==> src/rtl/dnn_pkg.sv <==
// Shared types and width helpers for the DNN training run controller.
// Latency: n/a (declarations only).
// Backpressure: n/a.
package dnn_pkg;

    typedef enum logic [2:0] {
        IDLE,
        NETRST,
        RUN,
        DRAIN,
        DONE
    } state_t;

    localparam int ERR_W = 16;
    localparam logic [ERR_W-1:0] ERR_MAX = '1;

    // Index width for a value range of n; never narrower than one bit.
    function automatic int idx_w(input int n);
        return (n > 1) ? $clog2(n) : 1;
    endfunction

endpackage

==> src/rtl/dnn_err_counter.sv <==
// Mismatch counter: popcount of a^b accumulated into a saturating 16-bit total.
// Latency: count reflects an enabled compare one clock later.
// Backpressure: none; en samples every clock, clr wins over en.
// Ports: clk, reset (async active-low), clr, en, a/b (ZO bits), count (16 bits).
module dnn_err_counter
    import dnn_pkg::*;
#(
    parameter int ZO = 1
) (
    input  logic             clk,
    input  logic             reset,
    input  logic             clr,
    input  logic             en,
    input  logic [ZO-1:0]    a,
    input  logic [ZO-1:0]    b,
    output logic [ERR_W-1:0] count
);

    localparam int PW = $clog2(ZO + 1);

    logic [PW-1:0]  pc;
    logic [ERR_W:0] sum;

    always_comb begin
        pc = '0;
        for (int i = 0; i < ZO; i++) begin
            pc = pc + PW'(a[i] ^ b[i]);
        end
    end

    // One extra bit catches the carry that signals saturation.
    assign sum = {1'b0, count} + (ERR_W + 1)'(pc);

    always_ff @(posedge clk or negedge reset) begin
        if (!reset) begin
            count <= '0;
        end else if (clr) begin
            count <= '0;
        end else if (en) begin
            count <= sum[ERR_W] ? ERR_MAX : sum[ERR_W-1:0];
        end
    end

endmodule

==> src/rtl/dnn_train_sequencer.sv <==
// Run controller: resets the DNN, streams N_SAMPLES x N_EPOCHS samples from RAM, drains, counts output mismatches.
// Latency: first read in the last NETRST clock; done pulses (N_SAMPLES*N_EPOCHS+LAT_BLK)*CPC clocks after RUN entry.
// Backpressure: none; free-running block schedule, abort returns to IDLE next clock, start ignored unless IDLE.
// Ports: clk, reset (async active-low), start, abort in; dnn_reset, mem_rd_en, mem_addr out;
//        a_out/y_out (ZO bits) in; busy, done, epoch_idx, err_count out.
module dnn_train_sequencer
    import dnn_pkg::*;
#(
    parameter  int CPC       = 6,
    parameter  int BEATS     = 4,
    parameter  int OUT_BEATS = 4,
    parameter  int ZO        = 1,
    parameter  int N_SAMPLES = 256,
    parameter  int N_EPOCHS  = 1,
    parameter  int LAT_BLK   = 3,
    parameter  int RST_CLKS  = 2,
    localparam int SW        = idx_w(N_SAMPLES),
    localparam int BW        = idx_w(BEATS),
    localparam int AW        = SW + BW,
    localparam int EW        = idx_w(N_EPOCHS + 1)
) (
    input  logic             clk,
    input  logic             reset,
    input  logic             start,
    input  logic             abort,
    output logic             dnn_reset,
    output logic             mem_rd_en,
    output logic [AW-1:0]    mem_addr,
    input  logic [ZO-1:0]    a_out,
    input  logic [ZO-1:0]    y_out,
    output logic             busy,
    output logic             done,
    output logic [EW-1:0]    epoch_idx,
    output logic [ERR_W-1:0] err_count
);

    // cnt is sized for CPC+1 so OUT_BEATS == CPC still fits as a compare bound.
    localparam int CW = idx_w(CPC + 1);
    localparam int RW = idx_w(RST_CLKS);
    localparam int LW = idx_w(LAT_BLK + 1);

    localparam logic [CW-1:0] CNT_LAST   = CW'(CPC - 1);
    localparam logic [CW-1:0] CNT_BEATS  = CW'(BEATS);
    localparam logic [CW-1:0] CNT_OBEATS = CW'(OUT_BEATS);
    localparam logic [RW-1:0] RST_LAST   = RW'(RST_CLKS - 1);
    localparam logic [LW-1:0] LAT_FULL   = LW'(LAT_BLK);
    localparam logic [LW-1:0] LAT_LAST   = LW'(LAT_BLK - 1);
    localparam logic [SW-1:0] SMP_LAST   = SW'(N_SAMPLES - 1);
    localparam logic [EW-1:0] EP_LAST    = EW'(N_EPOCHS - 1);

    state_t        state;
    logic [CW-1:0] cnt;
    logic [RW-1:0] rst_cnt;
    logic [LW-1:0] warm_blk;   // completed blocks since RUN entry, saturating at LAT_BLK
    logic [LW-1:0] drain_blk;
    logic [SW-1:0] sample_idx;

    logic          cnt_wrap;
    logic [CW-1:0] cnt_nxt;
    logic [SW-1:0] sample_nxt;
    logic          final_blk;
    logic          rd_en;
    logic [SW-1:0] rd_smp;
    logic [BW-1:0] rd_beat;
    logic          cmp_en;
    logic          err_clr;

    assign cnt_wrap   = (cnt == CNT_LAST);
    assign cnt_nxt    = cnt_wrap ? '0 : cnt + 1'b1;
    assign sample_nxt = (sample_idx == SMP_LAST) ? '0 : sample_idx + 1'b1;
    assign final_blk  = (sample_idx == SMP_LAST) && (epoch_idx == EP_LAST);

    // RAM has one clock of read latency, so each read targets the beat the
    // DNN consumes in the following clock: address uses next-clock cnt/sample.
    always_comb begin
        rd_en   = 1'b0;
        rd_smp  = sample_idx;
        rd_beat = cnt_nxt[BW-1:0];
        if (state == NETRST && rst_cnt == RST_LAST) begin
            rd_en   = 1'b1;
            rd_smp  = '0;
            rd_beat = '0;
        end else if (state == RUN && !(cnt_wrap && final_blk)) begin
            rd_en = (cnt_nxt < CNT_BEATS);
            if (cnt_wrap) begin
                rd_smp = sample_nxt;
            end
        end
        // Next clock is IDLE on abort, so the fetched data would be unused.
        if (abort) begin
            rd_en = 1'b0;
        end
    end

    assign mem_rd_en = rd_en;
    assign mem_addr  = rd_en ? {rd_smp, rd_beat} : '0;

    assign cmp_en  = (state == RUN || state == DRAIN) && (warm_blk == LAT_FULL)
                     && (cnt < CNT_OBEATS);
    assign err_clr = (state == IDLE) && start && !abort;

    always_ff @(posedge clk or negedge reset) begin
        if (!reset) begin
            state      <= IDLE;
            cnt        <= '0;
            rst_cnt    <= '0;
            warm_blk   <= '0;
            drain_blk  <= '0;
            sample_idx <= '0;
            epoch_idx  <= '0;
            dnn_reset  <= 1'b1;
            busy       <= 1'b0;
            done       <= 1'b0;
        end else begin
            done <= 1'b0;
            if (abort) begin
                state     <= IDLE;
                cnt       <= '0;
                dnn_reset <= 1'b1;
                busy      <= 1'b0;
            end else begin
                case (state)
                    IDLE: begin
                        if (start) begin
                            state      <= NETRST;
                            busy       <= 1'b1;
                            rst_cnt    <= '0;
                            sample_idx <= '0;
                            epoch_idx  <= '0;
                        end
                    end
                    NETRST: begin
                        if (rst_cnt == RST_LAST) begin
                            state     <= RUN;
                            dnn_reset <= 1'b0;
                            cnt       <= '0;
                            warm_blk  <= '0;
                        end else begin
                            rst_cnt <= rst_cnt + 1'b1;
                        end
                    end
                    RUN: begin
                        cnt <= cnt_nxt;
                        if (cnt_wrap) begin
                            sample_idx <= sample_nxt;
                            if (sample_idx == SMP_LAST) begin
                                epoch_idx <= epoch_idx + 1'b1;
                            end
                            if (warm_blk != LAT_FULL) begin
                                warm_blk <= warm_blk + 1'b1;
                            end
                            if (final_blk) begin
                                state     <= DRAIN;
                                drain_blk <= '0;
                            end
                        end
                    end
                    DRAIN: begin
                        cnt <= cnt_nxt;
                        if (cnt_wrap) begin
                            if (warm_blk != LAT_FULL) begin
                                warm_blk <= warm_blk + 1'b1;
                            end
                            if (drain_blk == LAT_LAST) begin
                                state     <= DONE;
                                dnn_reset <= 1'b1;
                                busy      <= 1'b0;
                                done      <= 1'b1;
                            end else begin
                                drain_blk <= drain_blk + 1'b1;
                            end
                        end
                    end
                    DONE: begin
                        state <= IDLE;
                    end
                    default: begin
                        state <= IDLE;
                    end
                endcase
            end
        end
    end

    dnn_err_counter #(
        .ZO(ZO)
    ) u_err (
        .clk   (clk),
        .reset (reset),
        .clr   (err_clr),
        .en    (cmp_en),
        .a     (a_out),
        .b     (y_out),
        .count (err_count)
    );

endmodule

==> config.mk <==
export PLATFORM = sky130hd
export DESIGN_NAME = dnn_train_sequencer
export DESIGN_NICKNAME = d
export VERILOG_FILES = /design/src/rtl/dnn_pkg.sv /design/src/rtl/dnn_err_counter.sv /design/src/rtl/dnn_train_sequencer.sv
export SDC_FILE = /design/constraint.sdc
export NUM_CORES = 1
export LEC_CHECK = 0
export BUFFER_PORTS_ARGS = -buffer_cell sky130_fd_sc_hd__buf_4
export CAP_MARGIN = 25
export CORE_MARGIN = 5
export CORE_UTILIZATION = 35
export CTS_CLUSTER_DIAMETER = 100
export DETAILED_ROUTE_END_ITERATION = 12
export PLACE_DENSITY_LB_ADDON = 0.15
export SLEW_MARGIN = 5
export SYNTH_ARGS = -nofsm -noshare
export SYNTH_HDL_FRONTEND = slang
export SYNTH_SLANG_ARGS = --single-unit
export TNS_END_PERCENT = 5
==> constraint.sdc <==
create_clock -name clk -period 1.8 [get_ports clk]
set_clock_uncertainty 0.15 [all_clocks]
set_input_delay 0.09 -clock clk [delete_from_list [all_inputs] [get_ports clk]]
set_output_delay 0.09 -clock clk [all_outputs]
set_load 0.01 [all_outputs]
## Word level (Yosys, flattened, before mapping)

Index checks and enable logic that the tools add are counted.

- Flip-flop bits (word level): 39
- Bits of input ports: 6
- Output and inout port bits: 31
- Logic and storage cells: 131

- Add/subtract/negate cells: 7
- Order comparisons: 2
- Eq/ne operators: 23
- Multiplexer cells: 55
- Bitwise logic cells: 3
- Reduce and logical (&&, ||, !) cells: 30

Operators with widths:

| kind | count |
|---|---|
| $mux W16 | 3 |
| $mux W8 | 5 |
| $mux W3 | 10 |
| $mux W1 | 19 |
| $add A16 B1 Y17 | 1 |
| $mux W2 | 8 |
| $ne A2 B2 Y1 const B | 8 |
| $pmux W8 S2 | 1 |
| $ne A3 B3 Y1 const B | 5 |
| $pmux W3 S4 | 1 |
| $reduce_and A6 Y1 | 2 |
| $mux W10 | 1 |
| $reduce_and A5 Y1 | 2 |
| $reduce_bool A2 Y1 | 5 |
| $reduce_bool A3 Y1 | 3 |
| $add A8 B1 Y8 const B | 1 |
| $eq A8 B8 Y1 const B | 1 |
| $logic_and A1 B1 Y1 | 8 |
| $pmux W1 S2 | 4 |
| $pmux W2 S2 | 2 |
| $reduce_and A4 Y1 | 2 |
| $eq A3 B2 Y1 const B | 2 |
| $lt A3 B3 Y1 const B | 2 |
| $pmux W3 S2 | 1 |
| 16 further kinds | 23 |

## Longest topological paths before layout

Gate-level depths: netlist (run 1).

- Depth in word-level cells: 9
- Mapped depth: 8
- Depth with buffers taken out: 7

## Modules after synthesis

From an unflattened synthesis (run 1), not the netlist that was laid out.

- Cell total of the unflattened synthesis: 278
- Area, all modules: 2,526.2 µm²

Modules (own cells, without submodules):

| module | times used | cells an instance | area each (µm²) | sequential area each (µm²) |
|---|---|---|---|---|
| dnn_train_sequencer | 1 | 183 | 1,584.0 | 576.8 |
| dnn_err_counter | 1 | 95 | 942.2 | 400.4 |

## Worst setup path after synthesis (run 1)

Ideal clock, no wire load.

- Kind: register to register
- Start point: register u_err.count[0]
- End point: register u_err.count[11]
- Library setup time: 0.110 ns
- Arrival time: 1.803 ns
- Data required time: 1.540 ns
- Slack: -0.263 ns
- Cell stages (with the launch flop): 8
- Buffers on the path: 1
- Period minus slack after synthesis: 2.063 ns
- Path through: dfrtp_1 ha_1 ha_1 nand4_4 nor4_4 buf_4 nor3b_1 o41ai_1

- Longest elaborated chain between the ends: 4

RTL lines:

| element | line | source |
|---|---|---|
| from (decl) | dnn_err_counter.sv:16 | `output logic [ERR_W-1:0] count` |
| from (signal assigned) | dnn_err_counter.sv:40 | `count <= sum[ERR_W] ? ERR_MAX : sum[ERR_W-1:0];` |
| $add A16 B1 Y17 | dnn_err_counter.sv:32 | `assign sum = {1'b0, count} + (ERR_W + 1)'(pc);` |
| $mux W16 | dnn_err_counter.sv:40 |  |
| $mux W16 | dnn_err_counter.sv:39 | `end else if (en) begin` |
| $mux W16 | dnn_err_counter.sv:37 | `end else if (clr) begin` |

Every way passes these cells. The select of a mux whose other input is x is not followed.
A chain may end at the register's enable or synchronous reset.

## Worst setup path after layout (run 1)

- Start point: register state[2]
- End point: output port mem_addr[6]

- Longest elaborated chain between the ends: 6
- Elaborated cells on any way between the ends: 10
- Those cells by class: eq/ne (2); mux (6); reduce/logical (2)

RTL lines:

| element | line | source |
|---|---|---|
| from (decl) | dnn_train_sequencer.sv:51 | `state_t state;` |
| from (signal assigned) | dnn_train_sequencer.sv:104 | `state <= IDLE;` |
| from (signal assigned) | dnn_train_sequencer.sv:117 | `state <= IDLE;` |
| from (signal assigned) | dnn_train_sequencer.sv:125 | `state <= NETRST;` |
| $eq A3 B2 Y1 | dnn_train_sequencer.sv:83 | `end else if (state == RUN && !(cnt_wrap && final_blk)) begin` |
| $logic_and A1 B1 Y1 | dnn_train_sequencer.sv:83 |  |
| $mux W1 | dnn_train_sequencer.sv:83 |  |
| $mux W1 | dnn_train_sequencer.sv:79 | `if (state == NETRST && rst_cnt == RST_LAST) begin` |
| $mux W1 | dnn_train_sequencer.sv:90 | `if (abort) begin` |
| $mux W10 (*) | dnn_train_sequencer.sv:96 | `assign mem_addr = rd_en ? {rd_smp, rd_beat} : '0;` |
| to (decl) | dnn_train_sequencer.sv:28 | `output logic [AW-1:0] mem_addr,` |

Every way passes the cells marked *; elsewhere a longest branch is shown, timed or not.

==> run summary, run 1 <==
Core area = 7140 um^2
# port buffers = 36
HP Start = start
Worst slack at placement = -0.202 ns
Detailed-route DRC error count = 0
Post-synthesis sequential area ratio = 38.6%
Cts bufs inserted = 5
Synth Area in Simple Gates = 30.1%
Max Clk Rate = 0.457 GHz
CTS tree = yes
R2R Path End = drain_blk[1]
Clk Latency, worst-skew pair = 0.29 ns
Synth Area in Adders = 2.47%
Final worst slack = -0.390 ns
RR Startpoint = cnt[1]
Ys async rst share = 100%
Top cells by area, synth = dfrtp_1 38%, a21oi_1 4.0%, nand2_1 3.9%, nor2_1 3.7%, o21ai_0 3.6%
Final setup viols = 21
Area leader, netlist = dfrtp_1
IO Count = 37
Hold Path Class = input port to flip-flop
Post-synth EDFFs = 0
Die H = 95.1 um
Multiplexer share of the synthesized area = 2.92%
Clk Tree Root Cell = clkbuf_8
Fraction of final layout cells sized beyond drive strength 1 = 46.1%
Setup crit end kind = output pin
Clock Sinks = 39
Final Hold Fails = 0
Gr ovfl total = 0
Post-Synthesis Cell Area = 2530 um^2
Via count = 2,610
Commonest non-fill, non-tap cell in the layout = buf_4
Tcrit/Tclk final = 122%
LEAKAGE = 1.74 nW
Startpoint Class = flip-flop
Initial antenna violation count = 0
# rows = 31
Crit path DAT = 1.95 ns
Worst rel slew slack = 65.4%
DR vias/cell = 5.28
Gate count of the mapped netlist = 287
Final Core Density = 53.4%
Initial Utilization = 35.5%
Post-synthesis cell type count = 63
Tmin final = 2.19 ns
Commonest non-fill, non-tap cells in the layout = 111 x buf_4, 38 x dfrtp_1, 24 x nand2_1
Reg2Reg Depth = 7
Drt initial violations = 115
Hold_ws = 0.0206 ns
Total power draw = 0.00231 W
Reg-to-reg slack, setup = -0.08 ns
Die X = 95.1 um
DPL Wire Length = 5450 um
Violated checks = negative setup slack
Syn_area_per_cell = 8.82 um^2
# fillers = 676
Synth-to-layout area growth = 50.5%
N_diodes = 0
Die area = 9040 um^2
H-tree Lvls = 2
Total wire length = 7460 um
Antenna viol nets, final = 0
Largest net degree at the start of global routing = 40
Status = finished, violations left
Syn_nets = 298
Post-synth top area share = 37.5%
Crit path max fanout = 5
Drt pass-1 iters = 4
Avg WL per Cell = 15.1 um
Flops & latches, synth = 39
Worst Hold Depth = 4
Setup CP Type = flip-flop to output pin
Worst path required time = 1.56 ns
Hold path endpoint = rst_cnt
Number of max-cap violations = 0
Clk pin slew, worst setup/hold paths = 0.09 ns
Nets = 405
CTS max path bufs = 2
Gpl congestion = 0.872
Largest family of logic cells by synthesized area = simple AND/OR/NAND/NOR gates
RSZ-0062 raised after global routing = yes
Synth Area in Compound Gates = 18.9%
Vias in the first global route = 2,513
Total Routing Usage GR = 17.1%
Yosys warning total = 0
Pwr dens = 607 nW/um^2
First-pass GRT wire length = 12,300 um
Actual slew at the worst max-slew pin = 0.518 ns
Final Max Tran Viols = 0
Top FF cell, synth = dfrtp_1
Post-synthesis xor/xnor area fraction = 1.38%
Peak VDD IR = 425 uV
final cells by class:
cell class / instances / area, um^2 / area share [%]
clock buffers: 5 / 68.8 / 1.81
well taps: 99 / 124 / 3.25
flip-flops and latches: 39 / 977 / 25.6
clock inverters: 3 / 15.0 / 0.394
inverters: 8 / 30.0 / 0.788
repair buffers: 119 / 922 / 24.2
multi-input cells: 221 / 1680 / 43.9
synthesized netlist by cell type, types with 3 or more instances:
cell type / count
nand2_1: 26
or3_1: 3
o21ai_0: 18
a41oi_1: 3
o31ai_1: 4
inv_1: 8
a21oi_1: 20
clkbuf_1: 6
ha_1: 5
nor4_1: 3
and4_1: 3
a211oi_1: 3
nor2_1: 25
mux2_2: 3
buf_4: 3
a31oi_1: 4
nor3_1: 17
and2_1: 5
nor2b_1: 3
mux2i_1: 4
buf_2: 9
dfrtp_1: 38
nand3_1: 7
and3_1: 5
xor2_1: 3
and4b_1: 4
nand4_1: 9
worst max path at each step:
stage / from / to / slack [ns]
after floorplan: state[0] / mem_addr[8] / -0.08
after global placement: state[0] / mem_addr[0] / -0.15
after detailed placement: state[0] / sample_idx[0] / -0.20
after CTS: cnt[1] / mem_addr[3] / -0.39
after global routing: sample_idx[0] / mem_addr[8] / -0.49
final: state[2] / mem_addr[6] / -0.39
state kept, by name, indices dropped and copies added, names as in the netlist:
name         count
drain_blk        2
busy             1
epoch_idx        1
u_err.count     16
state            3
warm_blk         2
rst_cnt          1
dnn_reset        1
sample_idx       8
cnt              3
done             1
kinds of logic (layout without fill, tap and decap cells):
logic type,Yosys count,in the layout
buf+inv,28,135
fa+ha+maj,5,5
compound gates,73,74
flops,39,39
simple gates,131,131
mux,7,7
xor+xnor,4,4
per-layer routing:
metal	vias up	share of wire (%)	routed length, um	GRT usage, %
li1	1288	-	-	-
met5	-	0	0	0
met1	1248	47	3500	23.8
met2	70	48	3600	27.7
met3	4	4.1	309	2.92
met4	0	0.60	45	3.85
through the flow:
step                      area [um^2]  setup TNS (ns)  cells
after floorplan                  2580          -0.465    287
after global placement           3440           -2.53    480
after detailed placement         3440           -3.16    480
after CTS                        3680           -4.22    490
after global routing             3810           -7.54    494
final                            3810           -4.05    494
worst max-delay path: stages, from the launching register on:
cell,delay [ns]
dfrtp_1,0.41
or4b_4,0.56
a21oi_4,0.21
o21ai_4,0.14
a311oi_2,0.20
buf_4,0.16
power by group:
part	switching, W	total [W]	leakage, nW	internal [W]
Clock	0.000324	0.000590	0.0477	0.000266
Combinational	0.000381	0.000731	1.15	0.000350
Sequential	0.0000491	0.000992	0.536	0.000943
Total	0.000754	0.00231	1.74	0.00156
timing repair:
action                                  CTS  global route
resized for setup                        32            30
endpoints found under the hold margin    38             0
pin swaps                                 4            10
setup buffers                             0             4
hold buffers                              1             0
endpoints found under the setup margin   38            42
cloned                                    1             0
(Power assumes the default switching activity.)
==> run 2: changes to the inputs <==
PLACE_DENSITY_LB_ADDON = not set   (was 0.15)
clock period = 2.2 ns   (was 1.8 ns; I/O delays follow)
==> run summary, run 2 (synthesis results as in run 1) <==
Actual slew at the worst max-slew pin = 0.519 ns (+0.000155 ns)
Total wire length = 6750 um (-9.4%)
Number of max-cap violations = 0 (unchanged)
Largest register FFs = 16 (unchanged)
Setup CP Type = flip-flop to output pin
Gr ovfl total = 0 (unchanged)
Reg-to-reg slack, setup = 0.07 ns (+0.15 ns)
Commonest non-fill, non-tap cell in the layout = buf_4
Final setup viols = 4 (-81%)
N_diodes = 0 (unchanged)
Drt initial violations = 93 (-19%)
Biggest regs = u_err.count (16), sample_idx (8)
DPL Wire Length = 4930 um (-9.5%)
Final Hold Fails = 0 (unchanged)
Power share of the clock group = 33.3% (+7.8 points)
Hold_ws = 0.0446 ns (+0.0240 ns)
Switching power = 0.000561 W (-26%)
Crit path DAT = 2.00 ns (+0.05 ns)
Core area = 7140 um^2 (unchanged)
Drt pass-1 iters = 4 (unchanged)
Final worst slack = -0.0643 ns (+0.326 ns)
Crit path max fanout = 10 (+5)
Initial Utilization = 35.5% (unchanged)
Die H = 95.1 um (unchanged)
Clock Sinks = 39 (unchanged)
Die area = 9040 um^2 (unchanged)
Detailed-route DRC error count = 0 (unchanged)
Synth-to-layout area growth = 30.1%
Peak VDD IR = 334 uV (-22%)
Sequential group share of total power = 42.5% (-0.4 points)
Avg WL per Cell = 15.3 um (+1.5%)
Worst path required time = 1.94 ns (+0.38 ns)
Pwr dens = 576 nW/um^2 (-5.0%)
Tmin final = 2.26 ns
Vias in the first global route = 2,442 (-2.8%)
RSZ-0062 raised after global routing = yes
H-tree Lvls = 2 (unchanged)
Violated checks = negative setup slack
Worst rel slew slack = 65.4% (about the same)
Worst slack at placement = 0.0876 ns (+0.290 ns)
Die X = 95.1 um (unchanged)
Max Clk Rate = 0.442 GHz
Worst Hold Depth = 4 (unchanged)
CTS tree = yes
Via count = 2,396 (-8.2%)
RR Startpoint = state[2]
Clk Tree Root Cell = clkbuf_8
Comb power frac = 24.3% (-7.3 points)
Switching share of power = 29.5% (-3.1 points)
Total power draw = 0.00190 W (-18%)
Fraction of final layout cells sized beyond drive strength 1 = 31.0% (-15 points)
HP Start = start
Largest net degree at the start of global routing = 40 (unchanged)
Initial antenna violation count = 0 (unchanged)
Setup crit end kind = output pin
Nets = 352 (-13%)
LEAKAGE = 1.46 nW (-16%)
Commonest non-fill, non-tap cells in the layout = 59 x buf_4, 36 x dfrtp_1, 25 x nand2_1
Largest register by flop count = u_err.count
Cts bufs inserted = 5 (unchanged)
Final Max Tran Viols = 0 (unchanged)
Tcrit/Tclk final = 103%
DR vias/cell = 5.43 (+2.8%)
Reg2Reg Depth = 6 (-1)
R2R Path End = u_err.count[13]
Cell Int Power = 0.00134 W (-14%)
Antenna viol nets, final = 0 (unchanged)
Clk Latency, worst-skew pair = 0.30 ns (about the same)
Total Routing Usage GR = 16.3% (-0.82 points)
Clk pin slew, worst setup/hold paths = 0.08 ns (about the same)
Hold Path Class = input port to flip-flop
Gpl congestion = 0.814 (-6.6%)
Startpoint Class = flip-flop
IO Count = 37 (unchanged)
CTS max path bufs = 2 (unchanged)
Hold path endpoint = rst_cnt
# port buffers = 36 (unchanged)
# rows = 31 (unchanged)
Status = finished, violations left
First-pass GRT wire length = 11,800 um (-4.0%)
run 2: changes by cell type in the layout (fill, tap and decap cells not counted), moves of 3 or more:
cell and change:
o21ai_1 -7, nor3_2 -5, o21ai_0 +11, buf_6 -3, nor3_4 -3, a21oi_1 +3, nor3_1 +8, o21ai_2 -3
buf_4 -52
run 2: repair_timing:
item                                    CTS  global route
setup buffers                             2             0
endpoints found under the setup margin    8            14
endpoints found under the hold margin    42             0
resized for setup                        16            12
hold buffers                              3             0
pin swaps                                 2             2
run 2: power groups by stage:
| stage | logic, W | clock network (W) | registers, W |
|---|---|---|---|
| 5_1_grt | 0.000521 | 0.000692 | 0.000815 |
| 3_5_place_dp | 0.000443 | 0 | 0.000820 |
| 4_1_cts | 0.000458 | 0.000657 | 0.000807 |
| 3_3_place_gp | 0.000437 | 0 | 0.000817 |
| 2_1_floorplan | 0.000279 | 0 | 0.000820 |
| 6_report | 0.000461 | 0.000632 | 0.000806 |
run 2: how the worst max path moves through the flow:
| stage | startpoint | endpoint | slack, ns | cells after the start |
|---|---|---|---|---|
| CTS | state[0] | mem_addr[6] | -0.07 | 6 |
| global route | state[0] | mem_addr[5] | -0.17 | 6 |
| detailed placement | y_out | u_err.count[14] | 0.09 | 9 |
| floorplan | u_err.count[0] | u_err.count[11] | 0.14 | 7 |
| finish | state[0] | mem_addr[8] | -0.06 | 5 |
| global placement | y_out | u_err.count[11] | 0.14 | 9 |
run 2: layout make-up:
class	count	area (um^2)
Clock buffer	6	82.6
Clock inverter	2	35.0
Fill cell	723	3840
Inverter	8	30.0
Multi-Input combinational cell	220	1510
Sequential cell	39	980
Tap cell	99	124
Timing Repair Buffer	67	538
run 2: per-layer routing:
| metal | up-vias | GRT usage, % | part of all wire (%) |
|---|---|---|---|
| met3 | 11 | 2.76 | 3.7 |
| met5 | - | 0 | 0 |
| met1 | 1165 | 21.1 | 46 |
| li1 | 1170 | - | - |
| met4 | 0 | 5.29 | 1.5 |
| met2 | 50 | 27.5 | 48 |
run 2: worst max-delay path, stage by stage, from the launching register on:
cell	delay, ns
dfrtp_1	0.38
buf_4	0.17
or3b_1	0.37
or4_4	0.49
a21oi_2	0.15
buf_4	0.14
run 2: stage by stage:
| step | cell area, um^2 | util, % | instances | TNS, ns |
|---|---|---|---|---|
| after floorplan | 2530 | - | 287 | 0 |
| after global placement | 3020 | 42.3 | 428 | 0 |
| after detailed placement | 3020 | 42.3 | 428 | 0 |
| after CTS | 3230 | 45.3 | 441 | -0.332 |
| after global routing | 3300 | 46.2 | 441 | -0.978 |
| final | 3300 | 46.2 | 441 | -0.182 |
==> run 3: changes to the inputs <==
ABC_AREA = 1   (was not set)
==> run summary, run 3 <==
R2R Path End = epoch_idx
Tmin final = 2.10 ns (-0.162 ns)
Initial Utilization = 36.4% (+0.96 points)
Syn_nets = 391 (+31%)
Syn_area_per_cell = 7.03 um^2 (-20%)
Post-synthesis cell type count = 30 (-52%)
Final setup TNS = 0 ns (+0.182 ns)
Power share of the clock group = 23.3% (-10 points)
Peak VDD IR = 400 uV (+20%)
Critical path endpoint = mem_addr[8]
H-tree Lvls = 2 (unchanged)
Via count = 2,566 (+7.1%)
Initial antenna violation count = 0 (unchanged)
Worst slack at placement = 0.266 ns (+0.178 ns)
Worst path max stage delay = 0.43 ns (-0.06 ns)
Top FF cell, synth = dfrtp_1
Pwr dens = 760 nW/um^2 (+32%)
Worst path required time = 1.94 ns (about the same)
Final Max Tran Viols = 0 (unchanged)
Clk pin slew, worst setup/hold paths = 0.08 ns (about the same)
Die area = 9480 um^2 (+4.9%)
Placed insts = 508 (+19%)
Yosys warning total = 0 (unchanged)
Crit path DAT = 1.84 ns (-0.16 ns)
Final Hold Fails = 0 (unchanged)
Vias in the first global route = 2,413 (-1.2%)
IO Count = 37 (unchanged)
Gpl congestion = 0.846 (+3.9%)
Largest register FFs = 16 (unchanged)
Cts bufs inserted = 5 (unchanged)
Cell Int Power = 0.00143 W (+6.8%)
Status = finished clean
Worst rel slew slack = 64.9% (-0.52 points)
Non-filler cells, final = 521 (+18%)
Drt pass-1 iters = 4 (unchanged)
Post-synthesis sequential area ratio = 36.6% (-2.0 points)
Actual slew at the worst max-slew pin = 0.526 ns (+0.00777 ns)
Ys async rst share = 100% (unchanged)
Slowest CP cell = dfrtp_1
Commonest non-fill, non-tap cell in the layout = nand2_1
Max Clk Rate = 0.476 GHz (+7.7%)
Top-count cell post-synth = nand2_1
Nets = 432 (+23%)
Clk Tree Root Cell = clkbuf_8
N_diodes = 0 (unchanged)
Switching power = 0.000985 W (+76%)
Gate count of the mapped netlist = 380 (+32%)
Top cells by area, synth = dfrtp_1 36%, nand2_1 16%, nand3_1 7.3%, inv_1 5.9%, o21ai_0 4.9%
Area leader, netlist = dfrtp_1
RSZ-0062 raised after global routing = yes
Startpoint Class = flip-flop
Hold Path Class = input port to flip-flop
Largest register by flop count = u_err.count
Number of max-cap violations = 0 (unchanged)
# port buffers = 36 (unchanged)
Crit path max fanout = 11 (+1)
Clk Latency, worst-skew pair = 0.30 ns (about the same)
Clock Sinks = 39 (unchanged)
Commonest non-fill, non-tap cells in the layout = 115 x nand2_1, 42 x inv_1, 39 x nand3_1
Comb power frac = 40.3% (+16 points)
CP Launch Point = cnt[1]
Drt initial violations = 142 (+53%)
Total wire length = 6780 um (+0.37%)
DR vias/cell = 4.93 (-9.3%)
Detailed-route DRC error count = 0 (unchanged)
Flops & latches, synth = 39 (unchanged)
Setup CP Type = flip-flop to output pin
Critical path cell sequence = inv_2 > nand3_2 > nor2_1 > nand3_1 > nand2_1 > inv_1 > nand2_1 > nand2_1 > nor2_1 > buf_4
CTS max path bufs = 2 (unchanged)
Antenna viol nets, final = 0 (unchanged)
Post-synth EDFFs = 0 (unchanged)
Die X = 97.4 um (+2.4%)
Setup crit end kind = output pin
First-pass GRT wire length = 11,300 um (-4.5%)
Switching share of power = 40.8% (+11 points)
Die H = 97.4 um (+2.4%)
Core area = 7330 um^2 (+2.7%)
CTS tree = yes
Biggest regs = u_err.count (16), sample_idx (8)
RR Startpoint = state[0]
DPL Wire Length = 4900 um (-0.64%)
Fraction of final layout cells sized beyond drive strength 1 = 19.0% (-12 points)
Avg WL per Cell = 13.0 um (-15%)
Reg2Reg Depth = 5 (-1)
Hold_ws = 0.162 ns (+0.117 ns)
Gr ovfl total = 0 (unchanged)
LEAKAGE = 1.57 nW (+7.6%)
Sequential group share of total power = 36.4% (-6.1 points)
Total Routing Usage GR = 14.2% (-2.1 points)
Most used cell, CP = nand2_1
Synth-to-layout area growth = 18.9%
# rows = 31 (unchanged)
Post-synth top area share = 35.6% (-2.0 points)
Tcrit/Tclk final = 95.6% (-7.3 points)
Post-Synthesis Cell Area = 2670 um^2 (+5.5%)
Post-synth top cells = 115 x nand2_1, 42 x inv_1, 39 x nand3_1
Final setup viols = 0 (-4)
Largest net degree at the start of global routing = 40 (unchanged)
Final worst slack = 0.0973 ns (+0.162 ns)
Reg-to-reg slack, setup = 0.42 ns (+0.35 ns)
Total power draw = 0.00241 W (+27%)
-- run 3: cell families (layout without fill, tap and decap cells) --
group                    after synthesis  in the layout  synth area share, %
AO/OA/AOI/OAI                         52             52                 10.6
XOR/XNOR                               6              6                 1.97
adder cells (fa/ha/maj)                5              5                 2.34
buffers and inverters                 55             97                 8.85
flip-flops                            39             39                 36.6
AND/OR/NAND/NOR                      223            223                 39.6
-- run 3: layout make-up --
type	count	area (um^2)
clock inverter	1	7.51
inverter	48	180
multi-input combinational	286	1480
sequential	39	977
tap	99	124
clock buffer	7	96.3
timing repair buffer	41	315
fill	775	4150
-- run 3: timing repair --
item,in CTS,in global routing
pin swaps,0,1
hold buffers,3,0
setup endpoints to repair,8,11
gates resized for setup,1,2
buffers inserted,0,2
endpoints found under the hold margin,43,0
-- run 3: power groups by stage --
stage	Combinational [W]	Sequential [W]	Clock [W]
floorplan	0.000729	0.000866	0
global placement	0.000928	0.000893	0
detailed placement	0.000939	0.000894	0
CTS	0.000956	0.000880	0.000590
global route	0.00108	0.000892	0.000619
finish	0.000973	0.000879	0.000563
-- run 3: metrics by stage --
stage | util, % | area [um^2]
after floorplan | - | 2670
after global placement | 41.0 | 3010
after detailed placement | 41.0 | 3010
after CTS | 43.0 | 3150
after global routing | 43.3 | 3180
final | 43.3 | 3180
-- run 3: routing by layer --
metal / GRT usage, % / vias to the layer above / share of wire, % / routed length (um)
met4: 4.69 / 0 / 1.5 / 99
met5: 0 / - / 0 / 0
met1: 19.2 / 1176 / 48 / 3280
met3: 2.30 / 7 / 3.7 / 253
met2: 22.9 / 55 / 46 / 3150
li1: - / 1328 / - / -
-- run 3: worst min-delay path by stage --
| stage | start | depth (start not counted) | end |
|---|---|---|---|
| after detailed placement | reset | 1 | sample_idx[2] |
| after floorplan | reset | 0 | busy |
| after CTS | y_out | 5 | u_err.count[0] |
| final | y_out | 5 | u_err.count[0] |
| after global routing | reset | 2 | busy |
| after global placement | reset | 1 | sample_idx[2] |
-- run 3: worst max-delay path, delay by kind of cell (launching register included) --
| kind | cells | cell delay, ns |
|---|---|---|
| buf+inv | 3 | 0.27 |
| simple gates | 7 | 0.84 |
| flops | 1 | 0.43 |
